File: config.mk
export PLATFORM = sky130hd
export DESIGN_NAME = lcd_timing_monitor_flat
export DESIGN_NICKNAME = d
export VERILOG_FILES = /design/src/rtl/lcd_timing_monitor_if.sv /design/src/rtl/lcd_timing_monitor.sv /design/src/flat_wrapper.sv
export SDC_FILE = /design/constraint.sdc
export NUM_CORES = 1
export LEC_CHECK = 0
export BUFFER_PORTS_ARGS = -buffer_cell sky130_fd_sc_hd__buf_2
export CORE_ASPECT_RATIO = 1.2
export CORE_MARGIN = 5
export CORE_UTILIZATION = 50
export DETAILED_ROUTE_END_ITERATION = 12
export GPL_TIMING_DRIVEN = 0
export PLACE_DENSITY = 0.74
export SLEW_MARGIN = 20
export SYNTH_ARGS = -nofsm -noshare
export SYNTH_HDL_FRONTEND = slang
export SYNTH_SLANG_ARGS = --single-unit
export TNS_END_PERCENT = 5
File: constraint.sdc
create_clock -name PixelClk -period 2 [get_ports PixelClk]
set_clock_uncertainty 0.15 [all_clocks]
set_input_delay 0.1 -clock PixelClk [delete_from_list [all_inputs] [get_ports PixelClk]]
set_output_delay 0.1 -clock PixelClk [all_outputs]
set_load 0.01 [all_outputs]
File: src/rtl/lcd_timing_monitor_if.sv
// ---------------------------------------------------------------------------
// lcd_timing_monitor_if
// Bundles the SYNC-DE video input and the timing/status results of
// lcd_timing_monitor.
//   master : the video source / observer (drives DE and colour, reads results)
//   slave  : the monitor itself (reads DE and colour, drives results)
// Signals:
//   LCD_DE      data enable of the incoming stream
//   LCD_R/G/B   5/6/5 pixel colour, meaningful only while LCD_DE=1
//   HActive     DE-high width of the last line of the most recent frame
//   VActive     line count of the most recent frame
//   FrameDone   one-cycle pulse at each detected frame end
//   FrameErr    one-cycle pulse with FrameDone when the frame is bad
//   Locked      level, timing matches the expected geometry
//   FrameCount  FrameDone pulses since reset (wraps)
//   PixelCrc    CRC-16-CCITT of the most recent frame's active pixels
// ---------------------------------------------------------------------------
interface lcd_timing_monitor_if;
    logic        LCD_DE;
    logic [4:0]  LCD_R;
    logic [5:0]  LCD_G;
    logic [4:0]  LCD_B;
    logic [15:0] HActive;
    logic [15:0] VActive;
    logic        FrameDone;
    logic        FrameErr;
    logic        Locked;
    logic [7:0]  FrameCount;
    logic [15:0] PixelCrc;

    modport master (
        output LCD_DE, LCD_R, LCD_G, LCD_B,
        input  HActive, VActive, FrameDone, FrameErr, Locked, FrameCount, PixelCrc
    );

    modport slave (
        input  LCD_DE, LCD_R, LCD_G, LCD_B,
        output HActive, VActive, FrameDone, FrameErr, Locked, FrameCount, PixelCrc
    );
endinterface

File: src/rtl/lcd_timing_monitor.sv
// ---------------------------------------------------------------------------
// lcd_timing_monitor
// Watches a SYNC-DE video stream, measures line width and line count of each
// frame, flags frames that differ from the expected geometry and reports
// lock once LOCK_FRAMES consecutive good frames have been seen.
// Frame boundaries are found purely from DE: a DE-low run of VGAP_MIN
// cycles is vertical blanking, anything shorter is horizontal blanking.
//
// Ports:
//   PixelClk  pixel clock, all state changes on its rising edge
//   nRST      asynchronous active-low reset
//   bus       lcd_timing_monitor_if.slave (video in, results out)
//
// Optional feature macro: LCD_TIMING_MONITOR_CRC_EN
//   defined   -> PixelCrc carries CRC-16-CCITT (poly 0x1021, init 0xFFFF,
//                no reflection, no final XOR) of {R,G,B} per active pixel
//   undefined -> PixelCrc is tied to 0 and no CRC logic exists
// ---------------------------------------------------------------------------
module lcd_timing_monitor #(
    parameter int EXP_H       = 480,
    parameter int EXP_V       = 272,
    parameter int VGAP_MIN    = 1000,
    parameter int LOCK_FRAMES = 2
) (
    input  logic                PixelClk,
    input  logic                nRST,
    lcd_timing_monitor_if.slave bus
);
    localparam int GAP_W  = $clog2(VGAP_MIN + 1);
    localparam int GOOD_W = $clog2(LOCK_FRAMES + 1);

    typedef enum logic [1:0] {SEARCH, V_BLANK, LINE, H_BLANK} state_t;

    state_t            r_state;
    logic [GAP_W-1:0]  r_gap;
    logic [15:0]       r_pix;
    logic [15:0]       r_width;
    logic [15:0]       r_lines;
    logic              r_mismatch;
    logic [GOOD_W-1:0] r_good;

    logic [15:0]       r_hactive;
    logic [15:0]       r_vactive;
    logic              r_frame_done;
    logic              r_frame_err;
    logic              r_locked;
    logic [7:0]        r_frame_count;

    // The DE-low sample that brings the gap counter to VGAP_MIN.
    logic              w_gap_done;
    logic              w_frame_good;
    logic [GOOD_W-1:0] w_good_next;

    assign w_gap_done   = !bus.LCD_DE && (r_gap == GAP_W'(VGAP_MIN - 1));
    assign w_frame_good = (r_lines == 16'(EXP_V)) && !r_mismatch;
    assign w_good_next  = !w_frame_good ? '0 :
                          (r_good == GOOD_W'(LOCK_FRAMES)) ? r_good : r_good + 1'b1;

    // Gap counter runs in every state so SEARCH can find the first vertical gap.
    always_ff @(posedge PixelClk or negedge nRST) begin
        if (!nRST) begin
            r_gap <= '0;
        end else if (bus.LCD_DE) begin
            r_gap <= '0;
        end else if (r_gap != GAP_W'(VGAP_MIN)) begin
            r_gap <= r_gap + 1'b1;
        end
    end

    always_ff @(posedge PixelClk or negedge nRST) begin
        if (!nRST) begin
            r_state       <= SEARCH;
            r_pix         <= '0;
            r_width       <= '0;
            r_lines       <= '0;
            r_mismatch    <= 1'b0;
            r_good        <= '0;
            r_hactive     <= '0;
            r_vactive     <= '0;
            r_frame_done  <= 1'b0;
            r_frame_err   <= 1'b0;
            r_locked      <= 1'b0;
            r_frame_count <= '0;
        end else begin
            r_frame_done <= 1'b0;
            r_frame_err  <= 1'b0;
            case (r_state)
                SEARCH: begin
                    // Whatever was in flight is discarded; only a full
                    // vertical gap gives a trustworthy frame start.
                    if (w_gap_done) r_state <= V_BLANK;
                end
                V_BLANK: begin
                    if (bus.LCD_DE) begin
                        r_state    <= LINE;
                        r_pix      <= 16'd1;
                        r_lines    <= 16'd1;
                        r_mismatch <= 1'b0;
                    end
                end
                LINE: begin
                    if (bus.LCD_DE) begin
                        if (r_pix != 16'hFFFF) r_pix <= r_pix + 16'd1;
                    end else begin
                        r_state <= H_BLANK;
                        r_width <= r_pix;
                        if (r_pix != 16'(EXP_H)) r_mismatch <= 1'b1;
                    end
                end
                H_BLANK: begin
                    if (bus.LCD_DE) begin
                        r_state <= LINE;
                        r_pix   <= 16'd1;
                        if (r_lines != 16'hFFFF) r_lines <= r_lines + 16'd1;
                    end else if (w_gap_done) begin
                        r_state       <= V_BLANK;
                        r_frame_done  <= 1'b1;
                        r_frame_err   <= !w_frame_good;
                        r_hactive     <= r_width;
                        r_vactive     <= r_lines;
                        r_frame_count <= r_frame_count + 8'd1;
                        r_good        <= w_good_next;
                        // Uses the next count so Locked drops in the same
                        // cycle as the first bad FrameDone.
                        r_locked      <= (w_good_next == GOOD_W'(LOCK_FRAMES));
                    end
                end
                default: r_state <= SEARCH;
            endcase
        end
    end

    assign bus.HActive    = r_hactive;
    assign bus.VActive    = r_vactive;
    assign bus.FrameDone  = r_frame_done;
    assign bus.FrameErr   = r_frame_err;
    assign bus.Locked     = r_locked;
    assign bus.FrameCount = r_frame_count;

`ifdef LCD_TIMING_MONITOR_CRC_EN
    logic [15:0] w_pixel;
    logic [15:0] r_crc;
    logic [15:0] r_pixel_crc;

    assign w_pixel = {bus.LCD_R, bus.LCD_G, bus.LCD_B};

    // Whole 16-bit word folded in one cycle: with data width equal to the
    // CRC width, XOR-ing the word in first and then shifting 16 times is
    // identical to feeding the bits MSB first.
    function automatic logic [15:0] crc_step(input logic [15:0] crc,
                                             input logic [15:0] data);
        logic [15:0] c;
        c = crc ^ data;
        for (int i = 0; i < 16; i++) begin
            c = c[15] ? ({c[14:0], 1'b0} ^ 16'h1021) : {c[14:0], 1'b0};
        end
        return c;
    endfunction

    always_ff @(posedge PixelClk or negedge nRST) begin
        if (!nRST) begin
            r_crc       <= 16'hFFFF;
            r_pixel_crc <= '0;
        end else begin
            if (r_state == V_BLANK && bus.LCD_DE) begin
                r_crc <= crc_step(16'hFFFF, w_pixel);
            end else if ((r_state == LINE || r_state == H_BLANK) && bus.LCD_DE) begin
                r_crc <= crc_step(r_crc, w_pixel);
            end
            if (r_state == H_BLANK && w_gap_done) r_pixel_crc <= r_crc;
        end
    end

    assign bus.PixelCrc = r_pixel_crc;
`else
    // Colour inputs have no consumer in this build.
    logic w_unused_pixel;
    assign w_unused_pixel = ^{bus.LCD_R, bus.LCD_G, bus.LCD_B};
    assign bus.PixelCrc   = 16'h0000;
`endif

endmodule

File: src/flat_wrapper.sv
// flat-port wrapper written by rule: the top's interface ports become plain ports
module lcd_timing_monitor_flat 
#(
    parameter int EXP_H       = 480,
    parameter int EXP_V       = 272,
    parameter int VGAP_MIN    = 1000,
    parameter int LOCK_FRAMES = 2
)
  (PixelClk, nRST, bus_LCD_DE, bus_LCD_R, bus_LCD_G, bus_LCD_B, bus_HActive, bus_VActive, bus_FrameDone, bus_FrameErr, bus_Locked, bus_FrameCount, bus_PixelCrc);
  lcd_timing_monitor_if bus_i ();
  input  logic PixelClk;
  input  logic nRST;
  input wire logic [$bits(bus_i.LCD_DE)-1:0] bus_LCD_DE;
  input wire logic [$bits(bus_i.LCD_R)-1:0] bus_LCD_R;
  input wire logic [$bits(bus_i.LCD_G)-1:0] bus_LCD_G;
  input wire logic [$bits(bus_i.LCD_B)-1:0] bus_LCD_B;
  output wire logic [$bits(bus_i.HActive)-1:0] bus_HActive;
  output wire logic [$bits(bus_i.VActive)-1:0] bus_VActive;
  output wire logic [$bits(bus_i.FrameDone)-1:0] bus_FrameDone;
  output wire logic [$bits(bus_i.FrameErr)-1:0] bus_FrameErr;
  output wire logic [$bits(bus_i.Locked)-1:0] bus_Locked;
  output wire logic [$bits(bus_i.FrameCount)-1:0] bus_FrameCount;
  output wire logic [$bits(bus_i.PixelCrc)-1:0] bus_PixelCrc;
  assign bus_i.LCD_DE = bus_LCD_DE;
  assign bus_i.LCD_R = bus_LCD_R;
  assign bus_i.LCD_G = bus_LCD_G;
  assign bus_i.LCD_B = bus_LCD_B;
  assign bus_HActive = bus_i.HActive;
  assign bus_VActive = bus_i.VActive;
  assign bus_FrameDone = bus_i.FrameDone;
  assign bus_FrameErr = bus_i.FrameErr;
  assign bus_Locked = bus_i.Locked;
  assign bus_FrameCount = bus_i.FrameCount;
  assign bus_PixelCrc = bus_i.PixelCrc;
  lcd_timing_monitor #(.EXP_H(EXP_H), .EXP_V(EXP_V), .VGAP_MIN(VGAP_MIN), .LOCK_FRAMES(LOCK_FRAMES)) u_core (.PixelClk(PixelClk), .nRST(nRST), .bus(bus_i));
endmodule
* Word-level counts from Yosys, hierarchy flattened *
Cells that the tools add are included.

storage, ports and cells
  output and inout port bits = 59
  bits in registers = 106
  word-level logic and storage cells = 81
  input port bits = 19

cells by class
  equality and inequality tests = 19
  $add $sub $neg = 5
  muxes and demuxes = 26
  reductions and logical operators = 17
  bitwise gates (word level) = 1

operator list
  operator                                                number
  2-to-1 mux 16 bit                                       5
  one-hot mux 16 bit (2 select lines)                     2
  adder 16 x 1 -> 16 bit, second input constant           2
  inequality test 16 bit, second input constant           2
  2-to-1 mux 10 bit                                       2
  == test 16 x 9 -> 1 bit, second input constant          1
  inequality test 16 x 9 -> 1 bit, second input constant  1
  2-to-1 mux 2 bit                                        6
  AND reduction 4 bit                                     3
  adder 10 x 1 -> 10 bit, second input constant           1
  == test 10 bit, second input constant                   1
  inequality test 10 bit, second input constant           1
  2-to-1 mux 1 bit                                        9
  adder 8 x 1 -> 8 bit, second input constant             1
  == test 2 bit, second input constant                    4
  inequality test 2 x 1 -> 1 bit, second input constant   4
  inequality test 2 bit, second input constant            4
  one-hot mux 2 bit (4 select lines)                      1
  nonzero test 2 bit                                      4
  AND reduction 2 bit                                     2
  zero test 1 bit                                         3
  AND reduction 3 bit                                     1
  adder 2 x 1 -> 2 bit, second input constant             1
  == test 2 x 1 -> 1 bit, second input constant           1
  other kinds (5)                                         6

* Depth between registers and ports, before layout *
  depth in word-level cells = 6
  gate-level depth with buffers = 7
  depth with buffers taken out = 6

* Least setup slack after synthesis *
Ideal clock, no wire load.

  path kind = reg2reg
  start point = register u_core.r_pix[0]
  end point = register u_core.r_pix[14]
  clock period less this slack = 2.069 ns
  slack = -0.069 ns
  library setup time = 0.078 ns
  buffers on the path = 1
  arrival time = 1.841 ns
  stages on the path, launching flop included = 7
  required time = 1.772 ns
  cell sequence = dfrtp_1 > ha_1 > nand4_2 > or3_1 > clkbuf_1 > or4_1 > a21oi_1

on the way
  longest elaborated chain between the ends = 4
  elaborated cells on any way between the ends = 7
  those cells by class = add/sub: 1; eq/ne: 2; mux: 3; reduce/logical: 1

ends and longest elaborated chain
  what                                 line                       source
  from (decl)                          lcd_timing_monitor.sv:36   logic [15:0] r_pix;
  from (signal assigned)               lcd_timing_monitor.sv:103  if (r_pix != 16'hFFFF) r_pix <= r_pix + 16'd1;
  adder 16 x 1 -> 16 bit               lcd_timing_monitor.sv:103
  2-to-1 mux 16 bit                    lcd_timing_monitor.sv:103
  2-to-1 mux 16 bit                    lcd_timing_monitor.sv:102  if (bus.LCD_DE) begin
  one-hot mux 16 bit (2 select lines)  lcd_timing_monitor.sv:87   case (r_state)

Several ways; a longest one is shown, not always the timed one. The select of a mux whose other input is x is not followed.
A chain may end at the register's enable or synchronous reset.

* Final worst setup path *
  start point = register u_core.r_pix[1]
  end point = register u_core.r_pix[15]

Same word-level chain as after synthesis.

==> metrics <==
outcome=complete, but fails checks; failing checks=setup timing; Routed Antenna Nets=0; total track usage=between 10% and 20%; first-pass GRT wire length=17,050 µm; placed insts=approximately 640; die height=120.3 µm; WL/cell=15.40 µm; CTS tree=yes; worst-path cell chain=buf_4, nand2_1, or4_4, or4_4, a21oi_2; worst vdd ir=0.0003903 V; final wirelength=10,340 µm; design area=0.006227 mm²; worst path bufs/invs=1; hpwl dp=6992 µm; CP max-delay cell=or4_4; Fin Setup TNS=-693.3 ps; pwr dens=745.6 mW/mm²; most common cell after layout, fill and taps aside=dfrtp_1; hold_sp=bus_LCD_DE; Die Area=between 0.01 and 0.015 mm²; total CTS buffers=9; GRT Residual Overflow=0; ANT cells=0; Post-synth EDFFs=0; YS warnings=0; Avg Vias per Cell=about 5.6; register area share after synthesis=52.28%; clk slew on worst S/H paths=60 ps; I/O pins=just under 80; vias in the first global route=3,656; Crit. End Element=flop; Crit Path Max Fanout=6; Hold/Removal Path Class=in -> reg; worst-margin pin slew=~510 ps; Worst Hold Depth=3; critical path arrival=2200 ps; Most used DFF post-synth=dfrtp_1; Starting DRT DRC Count=227; number of synthesized register bits=106; r2r startpoint=u_core.r_pix[1]; RSZ-0062 raised after global routing=yes; Fin. Hold Viols=0; nets=roughly 570; min cycle time layout=2078 ps; via count=3,727; Most common cell on crit path=or4_4; max-cap viol count=0; Core Util, Final=62.53%; H-tree depth=3; final hold slack=66.76 ps; Non-Filler Instances=~670; GP Congestion=0.8444; leakage power total=about 3.0 nW; critical path type=reg -> reg; Final Cycle Share=103.9%; Clk Latency, worst-skew pair=350 ps; Core ar.=0.009960 mm²; syn avg cell area=about 11 µm²; reg2reg path depth=5; drt drc=0; Syn Std Cell Area=just over 0.005 mm²; Async SR Flop Fraction=100.0%; largest net degree at the start of global routing=66; share of cells above drive strength 1=between 30% and 40%; Port Buf Inserts=44; most frequent cells in the layout=98 x dfrtp_1, 46 x buf_2, 38 x buf_4; Startpoint Class=flop; Worst Hold Endpoint=u_core.bus.FrameDone; initial antenna violation count=0; maximum clock insertion buffer count=2; reg2reg setup slack=-80 ps; Slowest Stage Delay on Critical Path=around 540 ps; Cell variety after synth=48; Req. time, crit path=between 2000 and 2500 ps; Placed Area=0.005547 mm²; area delta synth->final=22.74%; CTS Sinks=106; # rows=40; Final Max Slew Viols=0; RR Endpoint=u_core.r_pix[15]; root buffer cell=clkbuf_16; dpl ws=-449.7 ps; Syn Inst Count=451; endpoints failing setup=15; FMAX=0.4813 GHz; CP delay by family, top=simple AND/OR/NAND/NOR gates; Starting Density=50.94%; Slew HR=66.09%; drt first pass iters=5; Power Total=4.643 mW; min setup slack post-route=-77.55 ps; Filler Cell Count=789; Chip Width=102.0 µm
worst max-delay path by stage:
stage | to | depth (start not counted) | slack (ps) | start
floorplan | u_core.bus.HActive[10] | 5 | -50 | u_core.r_gap[1]
global placement | u_core.bus.HActive[10] | 1 | -450 | nRST
detailed placement | u_core.bus.HActive[10] | 5 | -450 | u_core.r_state[0]
CTS | u_core.r_pix[14] | 6 | -140 | u_core.r_pix[1]
global route | u_core.bus.VActive[5] | 6 | -130 | u_core.r_state[0]
finish | u_core.r_pix[15] | 5 | -80 | u_core.r_pix[1]
synthesized netlist by cell type (5+ instances only):
cell type | number | area [µm²]
mux2_1 | 27 | 304.0
xnor2_1 | 11 | 96.34
clkbuf_1 | 11 | 41.29
nor4_1 | 8 | 50.05
o21ai_0 | 5 | 25.02
nor2_1 | 16 | 60.06
nand2b_1 | 8 | 50.05
ha_1 | 8 | 100.1
nand2_1 | 36 | 135.1
mux2i_1 | 10 | 100.1
dfrtp_1 | 106 | 2653
a21oi_1 | 22 | 110.1
or3_1 | 7 | 43.79
buf_4 | 18 | 135.1
nor3_1 | 10 | 50.05
mux2_2 | 22 | 247.7
o31ai_1 | 11 | 82.58
or4_1 | 11 | 82.58
inv_1 | 12 | 45.04
nand4_1 | 13 | 81.33
nand3_1 | 14 | 70.07
buf_2 | 5 | 25.02
and3_1 | 9 | 56.30
where the power goes:
part | leakage [nW] | internal [mW] | switching [mW]
sequential | 1.42 | 2.26 | 0.142
combinational | 1.48 | 0.292 | 0.321
clock | 0.134 | 0.898 | 0.727
total | 3.04 | 3.45 | 1.19
tightest hold or removal path: cells and delay by family:
family | cells | cell delay [ps]
buffers and inverters | 1 | 140
AND/OR/NAND/NOR | 2 | 260
sequential cells by signal, summed over array words and instances (netlist names):
signal / flops
u_core.bus.HActive: 16
u_core.bus.VActive: 16
u_core.r_lines: 16
u_core.r_pix: 16
u_core.r_width: 16
u_core.r_gap: 10
u_core.bus.FrameCount: 8
u_core.r_good: 2
u_core.r_state: 2
u_core.bus.FrameDone: 1
u_core.bus.FrameErr: 1
u_core.bus.Locked: 1
u_core.r_mismatch: 1
kinds of logic after synthesis:
| kind of cell | after synthesis | share of synthesized area, % |
|---|---|---|
| and+or+nand+nor | 155 | 17.36 |
| DFF | 106 | 52.28 |
| AOI/OAI and AO/OA | 61 | 7.916 |
| muxes | 59 | 12.85 |
| buffers and inverters | 48 | 5.302 |
| xor gates and xnor gates | 13 | 2.244 |
| adders and majority gates | 8 | 1.973 |
| other | 1 | 0.07391 |
layout make-up:
class                   count  area [µm²]  share of cell area (%)
plain buffers              35       275.3                   4.420
repair buffers             66       414.1                   6.651
inverters                  12       45.04                  0.7233
clock inverters             2       13.76                  0.2210
multi-input cells         312        2402                   38.58
flip-flops and latches    106        2663                   42.76
well taps                 126       157.7                   2.532
clock buffers              12       256.5                   4.119
timing repair:
| item | CTS | global route |
|---|---|---|
| hold endpoints to repair | 107 | 0 |
| hold buffers | 2 | 0 |
| resized for setup | 38 | 30 |
| buffers inserted | 6 | 12 |
| gates cloned | 0 | 1 |
| endpoints found under the setup margin | 80 | 60 |
| pin swaps | 7 | 10 |
per-layer routing:
| metal | global-route usage (%) | vias to the layer above | wire length (µm) | part of all wire [%] |
|---|---|---|---|---|
| met5 | 0 | - | 0 | 0 |
| met4 | 5.989 | 0 | 116 | 1.1 |
| met3 | 4.328 | 6 | 427 | 4.1 |
| met2 | 28.03 | 84 | 5137 | 50 |
| met1 | 22.47 | 1837 | 4655 | 45 |
| li1 | - | 1800 | - | - |
Power figures use the tool's default switching activity.
